**config.mk**
```make
export PLATFORM = sky130hd
export DESIGN_NAME = gpio_in_debounce_flat
export DESIGN_NICKNAME = d
export VERILOG_FILES = /design/src/rtl/gpio_in_debounce_if.sv /design/src/rtl/gpio_in_debounce.sv /design/src/flat_wrapper.sv
export SDC_FILE = /design/constraint.sdc
export NUM_CORES = 1
export LEC_CHECK = 0
export CORE_ASPECT_RATIO = 1.4
export CORE_MARGIN = 2
export CORE_UTILIZATION = 55
export CTS_CLUSTER_SIZE = 40
export DETAILED_ROUTE_END_ITERATION = 8
export PLACE_DENSITY = 0.71
export SLEW_MARGIN = 0
export SYNTH_ARGS = -nofsm -noshare
export SYNTH_HDL_FRONTEND = slang
export SYNTH_SLANG_ARGS = --single-unit
```
**constraint.sdc**
```tcl
create_clock -name CLOCK_50 -period 2.35 [get_ports CLOCK_50]
set_input_delay 0.3525 -clock CLOCK_50 [delete_from_list [all_inputs] [get_ports CLOCK_50]]
set_output_delay 0.3525 -clock CLOCK_50 [all_outputs]
set_load 0.03 [all_outputs]
```
**src/rtl/gpio_in_debounce_if.sv**
```systemverilog
// Bundles the board-input conditioning signals between pins, debouncer and PIO_IN.
// The slave modport is the debouncer side; the master side drives pins and clears.
interface gpio_in_debounce_if #(
  parameter int unsigned WIDTH = 14
);
  logic [WIDTH-1:0] raw_in;
  logic [WIDTH-1:0] edge_clear;
  logic [WIDTH-1:0] db_out;
  logic [WIDTH-1:0] rise_pulse;
  logic [WIDTH-1:0] fall_pulse;
  logic [WIDTH-1:0] edge_capture;

  modport master (
    output raw_in,
    output edge_clear,
    input  db_out,
    input  rise_pulse,
    input  fall_pulse,
    input  edge_capture
  );

  modport slave (
    input  raw_in,
    input  edge_clear,
    output db_out,
    output rise_pulse,
    output fall_pulse,
    output edge_capture
  );
endinterface

```
**src/rtl/gpio_in_debounce.sv**
```systemverilog
// Per-bit 2-flop synchronizer, stable-count debouncer and rise/fall pulse generator.
// Optional sticky edge capture enabled by defining GPIO_DB_EDGE_CAPTURE_EN.
module gpio_in_debounce #(
  parameter int unsigned     WIDTH           = 14,
  parameter int unsigned     DEBOUNCE_CYCLES = 250000,
  parameter logic [WIDTH-1:0] RESET_VAL      = WIDTH'(14'h000F)
) (
  input  logic                CLOCK_50,
  input  logic                reset_n,
  gpio_in_debounce_if.slave   bus
);

  localparam int unsigned CNT_W = (DEBOUNCE_CYCLES > 1) ? $clog2(DEBOUNCE_CYCLES) : 1;
  localparam logic [CNT_W-1:0] CNT_MAX = CNT_W'(DEBOUNCE_CYCLES - 1);

  logic [WIDTH-1:0] r_sync1;
  logic [WIDTH-1:0] r_sync2;
  logic [WIDTH-1:0] r_db;
  logic [WIDTH-1:0] r_rise;
  logic [WIDTH-1:0] r_fall;
  logic [CNT_W-1:0] r_cnt     [WIDTH];

  logic [WIDTH-1:0] w_db_nxt;
  logic [CNT_W-1:0] w_cnt_nxt [WIDTH];

  // Synchronizer: only r_sync2 is used downstream
  always_ff @(posedge CLOCK_50 or negedge reset_n) begin
    if (!reset_n) begin
      r_sync1 <= RESET_VAL;
      r_sync2 <= RESET_VAL;
    end else begin
      r_sync1 <= bus.raw_in;
      r_sync2 <= r_sync1;
    end
  end

  // Any return to the current level discards the partial count
  always_comb begin
    w_db_nxt  = r_db;
    w_cnt_nxt = r_cnt;
    for (int i = 0; i < int'(WIDTH); i++) begin
      if (r_sync2[i] == r_db[i]) begin
        w_cnt_nxt[i] = '0;
      end else if (r_cnt[i] == CNT_MAX) begin
        w_db_nxt[i]  = r_sync2[i];
        w_cnt_nxt[i] = '0;
      end else begin
        w_cnt_nxt[i] = r_cnt[i] + CNT_W'(1);
      end
    end
  end

  always_ff @(posedge CLOCK_50 or negedge reset_n) begin
    if (!reset_n) begin
      r_db   <= RESET_VAL;
      r_rise <= '0;
      r_fall <= '0;
      for (int i = 0; i < int'(WIDTH); i++) begin
        r_cnt[i] <= '0;
      end
    end else begin
      r_db   <= w_db_nxt;
      r_rise <= w_db_nxt & ~r_db;
      r_fall <= ~w_db_nxt & r_db;
      for (int i = 0; i < int'(WIDTH); i++) begin
        r_cnt[i] <= w_cnt_nxt[i];
      end
    end
  end

  assign bus.db_out     = r_db;
  assign bus.rise_pulse = r_rise;
  assign bus.fall_pulse = r_fall;

`ifdef GPIO_DB_EDGE_CAPTURE_EN
  logic [WIDTH-1:0] r_edge_cap;

  // A pulse landing on the same edge as a clear keeps the flag set
  always_ff @(posedge CLOCK_50 or negedge reset_n) begin
    if (!reset_n) begin
      r_edge_cap <= '0;
    end else begin
      r_edge_cap <= (r_edge_cap & ~bus.edge_clear) | r_rise | r_fall;
    end
  end

  assign bus.edge_capture = r_edge_cap;
`else
  logic w_unused_edge_clear;
  assign w_unused_edge_clear = ^bus.edge_clear;
  assign bus.edge_capture    = '0;
`endif

endmodule

```
**src/flat_wrapper.sv**
```systemverilog
// flat-port wrapper written by rule: the top's interface ports become plain ports
module gpio_in_debounce_flat 
#(
  parameter int unsigned     WIDTH           = 14,
  parameter int unsigned     DEBOUNCE_CYCLES = 250000,
  parameter logic [WIDTH-1:0] RESET_VAL      = WIDTH'(14'h000F)
)
  (CLOCK_50, reset_n, bus_raw_in, bus_edge_clear, bus_db_out, bus_rise_pulse, bus_fall_pulse, bus_edge_capture);
  gpio_in_debounce_if #(.WIDTH(WIDTH)) bus_i ();
  input  logic CLOCK_50;
  input  logic reset_n;
  input wire logic [$bits(bus_i.raw_in)-1:0] bus_raw_in;
  input wire logic [$bits(bus_i.edge_clear)-1:0] bus_edge_clear;
  output wire logic [$bits(bus_i.db_out)-1:0] bus_db_out;
  output wire logic [$bits(bus_i.rise_pulse)-1:0] bus_rise_pulse;
  output wire logic [$bits(bus_i.fall_pulse)-1:0] bus_fall_pulse;
  output wire logic [$bits(bus_i.edge_capture)-1:0] bus_edge_capture;
  assign bus_i.raw_in = bus_raw_in;
  assign bus_i.edge_clear = bus_edge_clear;
  assign bus_db_out = bus_i.db_out;
  assign bus_rise_pulse = bus_i.rise_pulse;
  assign bus_fall_pulse = bus_i.fall_pulse;
  assign bus_edge_capture = bus_i.edge_capture;
  gpio_in_debounce #(.WIDTH(WIDTH), .DEBOUNCE_CYCLES(DEBOUNCE_CYCLES), .RESET_VAL(RESET_VAL)) u_core (.CLOCK_50(CLOCK_50), .reset_n(reset_n), .bus(bus_i));
endmodule
```
== Word-level counts from Yosys, hierarchy flattened ==
Index checks and enable logic that the tools add are counted.
W data, S select, Z words.
Cells by class
  add/subtract/negate cells: 14
  equal/unequal tests: 28
  muxes and demuxes: 56
  bitwise operators: 4
Operators with widths (count)
  $mux W18: 28
  $add A18 B1 Y18 const B: 14
  $eq A18 B18 Y1 const B: 14
  $and A14 B14 Y14: 2
  $mux W1: 28
  $not A14 Y14: 2
  $eq A1 B1 Y1: 14
Storage, ports and cells
  flip-flop bits (word level): 322
  input bits: 30
  output and inout bits: 56
  logic and storage cells: 121

== Depth between registers and ports, before layout ==
  depth after elaboration: 5
  mapped depth: 6
  gate-level depth less buffers: 5

== Worst setup path before layout ==
OpenSTA, ideal clock, no wires.
  path kind: register to register
  start point: register u_core.r_cnt[130] in the netlist's numbering
  end point: register u_core.r_db[6], in the netlist u_core.bus.db_out[6]
  setup time: 125 ps
  arrival: 1958 ps
  required time: 2225 ps
  setup slack: 267 ps
  cell stages (with the launch flop): 5
  path buffers: 0
  period minus slack after synthesis: 2083 ps
  path through: dfrtp_1 > or4b_1 > or4_4 > or2_4 > mux2_4
On the way
  word-level cells in the longest chain between the ends: 3
RTL lines
  start: declaration: line gpio_in_debounce.sv:21  | logic [CNT_W-1:0] r_cnt [WIDTH];
  start signal: indexed assignment: line gpio_in_debounce.sv:66  | r_cnt[i] <= w_cnt_nxt[i];
  $eq A18 B18 Y1: line gpio_in_debounce.sv:44  | end else if (r_cnt[i] == CNT_MAX) begin
  $mux W1: line gpio_in_debounce.sv:44
  $mux W1: line gpio_in_debounce.sv:42  | if (r_sync2[i] == r_db[i]) begin
  net u_core.w_db_nxt[6]: line gpio_in_debounce.sv:23  | logic [WIDTH-1:0] w_db_nxt;
  end signal: assignment: line gpio_in_debounce.sv:62  | r_db <= w_db_nxt;
  end: declaration: line gpio_in_debounce.sv:18  | logic [WIDTH-1:0] r_db;
The timed path passes the listed nets, and every way through them passes these cells.

== Worst setup path in the final report ==
  start point: register u_core.r_cnt[148] in the netlist's numbering
  end point: register u_core.r_db[5], in the netlist u_core.bus.db_out[5]
Same word-level chain as after synthesis.

==> flow_metrics.env <==
export IMPL_grt_usage_pct=20.0
export IMPL_power_density_nw_per_um2=678
export IMPL_r2r_start="u_core.r_cnt[148]"
export IMPL_finalClockSkew_ps=14.0
export IMPL_hold_path_class="in2reg"
export IMPL_hold_end="u_core.r_sync1[1]"
export IMPL_numCtsBuffers=35
export IMPL_setup_tns_ps=0
export IMPL_synth_distinct_cells=45
export IMPL_critPathArrivalTime_ps=2580
export IMPL_outcome="complete, no violations"
export IMPL_grt_max_degree=56
export IMPL_cp_max_fo=5
export IMPL_cpPeakStageDelay_ps=550
export IMPL_viasPerCell=5.52
export IMPL_cts_root_buf="clkbuf_16"
export IMPL_die_h_um=199
export IMPL_whs_path_depth=1
export IMPL_grt_pass1_vias=10500
export IMPL_gp_congestion=0.866
export IMPL_syn_to_final_growth_pct=16.3
export IMPL_p_sw_mw=2.47
export IMPL_cts_hold_fix_buffers=1
export IMPL_clk_insertion_delay_late_ps=510
export IMPL_rows=71
export IMPL_start_util_pct=55.6
export IMPL_layout_commonest_cell="dfrtp_1"
export IMPL_tightest_slew_ps=591
export IMPL_comb_power_share_pct=3.3
export IMPL_syn_inst=1423
export IMPL_grt_pass1_wl_um=47700
export IMPL_whs_ps=242
export IMPL_hp_start="bus_raw_in[1]"
export IMPL_required_ps=2740
export IMPL_synth_top_cell_area_share_pct=52.1
export IMPL_post_cts_setup_buffers=0
export IMPL_cts_tree="yes"
export IMPL_n_antenna_cell=0
export IMPL_period_share_pct=93.2
export IMPL_mostFrequentLayoutCells="310 x dfrtp_1, 258 x nor2_1, 167 x xnor2_1"
export IMPL_slew_headroom_pct=60.2
export IMPL_ant_nets=0
export IMPL_dr_pass1_iters=5
export IMPL_die_area_um2=28400
export IMPL_synth_edf_count=0
export IMPL_avgSynthCellArea_um2=10.5
export IMPL_grt_remaining_overflow=0
export IMPL_rsz0062_at_grt="no"
export IMPL_yosysTopAreaCell="dfrtp_1"
export IMPL_yosysSeqAreaShare_pct=54.3
export IMPL_setup_viol=0
export IMPL_die_w_um=143
export IMPL_wl_um=27200
export IMPL_rrSetupSlack_ps=160
export IMPL_ff2ff_path_depth=4
export IMPL_yosysWarnings=0
export IMPL_drt_iter0_drc=383
export IMPL_hpwl_um=18500
export IMPL_synth_main_ff_cell="dfrtp_1"
export IMPL_io_pins=86
export IMPL_clockBufferDepth=3
export IMPL_fin_util_pct=64.7
export IMPL_vias=10600
export IMPL_hold_violations=0
export IMPL_synth_seq_cells=322
export IMPL_min_period_ps=2190
export IMPL_synth_area_leaders="dfrtp_1 52%, xnor2_1 9.8%, nor2_1 6.5%"
export IMPL_wl_per_cell_um=14.1
export IMPL_fmax_mhz=457
export IMPL_drc=0
export IMPL_synth_area_um2=14900
export IMPL_pwr_share_seq_pct=48.7
export IMPL_critPathKind="reg2reg"
export IMPL_clkTransAtPathRegs_ps=60
export IMPL_cts_resized=0
export IMPL_maxCapViolCount=0
export IMPL_ctsHtreeMaxLevel=2
export IMPL_cpMaxStageDelayCell="or4_4"
export IMPL_nets=1580
export IMPL_endpoint_kind="register"
export IMPL_cp_start_kind="register"
export IMPL_ir_drop_uv=518
export IMPL_port_buffers=57
export IMPL_power_leakage_nw=6.93
export IMPL_crit_chain="or4b_1, or4_4, or2_4, mux2_4"
export IMPL_rr_endpoint="u_core.bus.db_out[5]"
export IMPL_async_flop_share_pct=100
export IMPL_drv_slew=0
export IMPL_swShare_pct=21.0
export IMPL_core_region_area_um2=26700
export IMPL_layout_drive_gt1_share_pct=9.35
export IMPL_p_clk_share_pct=47.9
export IMPL_clkSinkCount=322
export IMPL_intPower_mw=9.27
export IMPL_antenna_found_initial=0
[sequential cells by signal, summed over array words and instances, names as in the netlist]
signal and flops:
u_core.bus.rise_pulse 14, u_core.r_cnt 252, u_core.bus.db_out 14, u_core.r_sync2 14
u_core.bus.fall_pulse 14, u_core.r_sync1 14
[power by group through the flow]
| stage | sequential, mW | combinational, mW | clock, mW |
|---|---|---|---|
| after floorplan | 5.80 | 0.201 | 0 |
| after global placement | 5.81 | 0.395 | 0 |
| after detailed placement | 5.82 | 0.402 | 0 |
| after CTS | 5.72 | 0.406 | 5.80 |
| after global routing | 5.73 | 0.456 | 6.03 |
| final | 5.72 | 0.392 | 5.63 |
[metal layers]
metal	GRT usage, %	wire [µm]	vias to the layer above
met5	0	0	-
met4	6.86	701	0
li1	-	-	5217
met2	35.1	13900	140
met3	3.30	855	60
met1	25.0	11700	5213
[stage by stage]
| step | setup slack, ps | total power [mW] | cells | cell area, µm² |
|---|---|---|---|---|
| finish | 160 | 11.7 | 1926 | 17300 |
| detailed placement | 178 | 6.22 | 1863 | 16100 |
| floorplan | 267 | 6.00 | 1436 | 14900 |
| global placement | 194 | 6.21 | 1863 | 16100 |
| CTS | 158 | 11.9 | 1926 | 17300 |
| global route | 99.2 | 12.2 | 1926 | 17300 |
[cells in the mapped netlist, types with 7 or more instances]
master	instances
a21oi_1	26
and3_1	26
and4_1	7
buf_4	20
clkbuf_1	10
dfrtp_1	310
dfstp_2	12
ha_1	14
inv_1	35
mux2_2	8
nand2_1	55
nand2b_1	7
nand3_1	82
nand4_1	77
nor2_1	258
nor3_1	28
nor3b_1	32
nor4_1	62
nor4b_1	7
o21ai_0	10
o31ai_1	15
or3_1	21
or4_1	30
or4b_1	7
xnor2_1	167
xor2_1	45
[cells by family (layout without fill, tap and decap cells)]
group / count (synthesis) / in the layout / share of synthesized area [%]
compound gates: 66 / 66 / 2.87
other cells: 1 / 14 / 0.0252
xor+xnor: 212 / 212 / 12.5
fa+ha+maj: 14 / 14 / 1.18
buf+inv: 68 / 193 / 2.25
flops: 322 / 322 / 54.3
mux: 14 / 14 / 1.21
simple gates: 726 / 726 / 25.7
[area by class of cell]
type                            instances  area [µm²]
Sequential cell                       322        8070
Timing Repair Buffer                   96         921
Inverter                               35         131
Multi-Input combinational cell       1046        6520
Clock buffer                           51        1040
Tap cell                              365         457
Fill cell                            2111        9440
Clock inverter                         11         164
[worst max-delay path, delay by kind of cell (launching register included)]
| family | cells | cell delay [ps] |
|---|---|---|
| DFF | 1 | 420 |
| muxes | 1 | 300 |
| and+or+nand+nor | 3 | 1360 |
[worst max path at each step]
stage,startpoint,depth (start not counted),end,slack [ps]
floorplan,u_core.r_cnt[130],4,u_core.bus.db_out[6],270
global placement,u_core.r_cnt[130],4,u_core.bus.db_out[6],190
detailed placement,u_core.r_cnt[148],4,u_core.bus.db_out[5],180
CTS,u_core.bus.db_out[2],1,bus_db_out[2],160
global route,u_core.r_cnt[221],4,u_core.bus.db_out[1],100
finish,u_core.r_cnt[148],4,u_core.bus.db_out[5],160
Power figures use the tool's default switching activity.
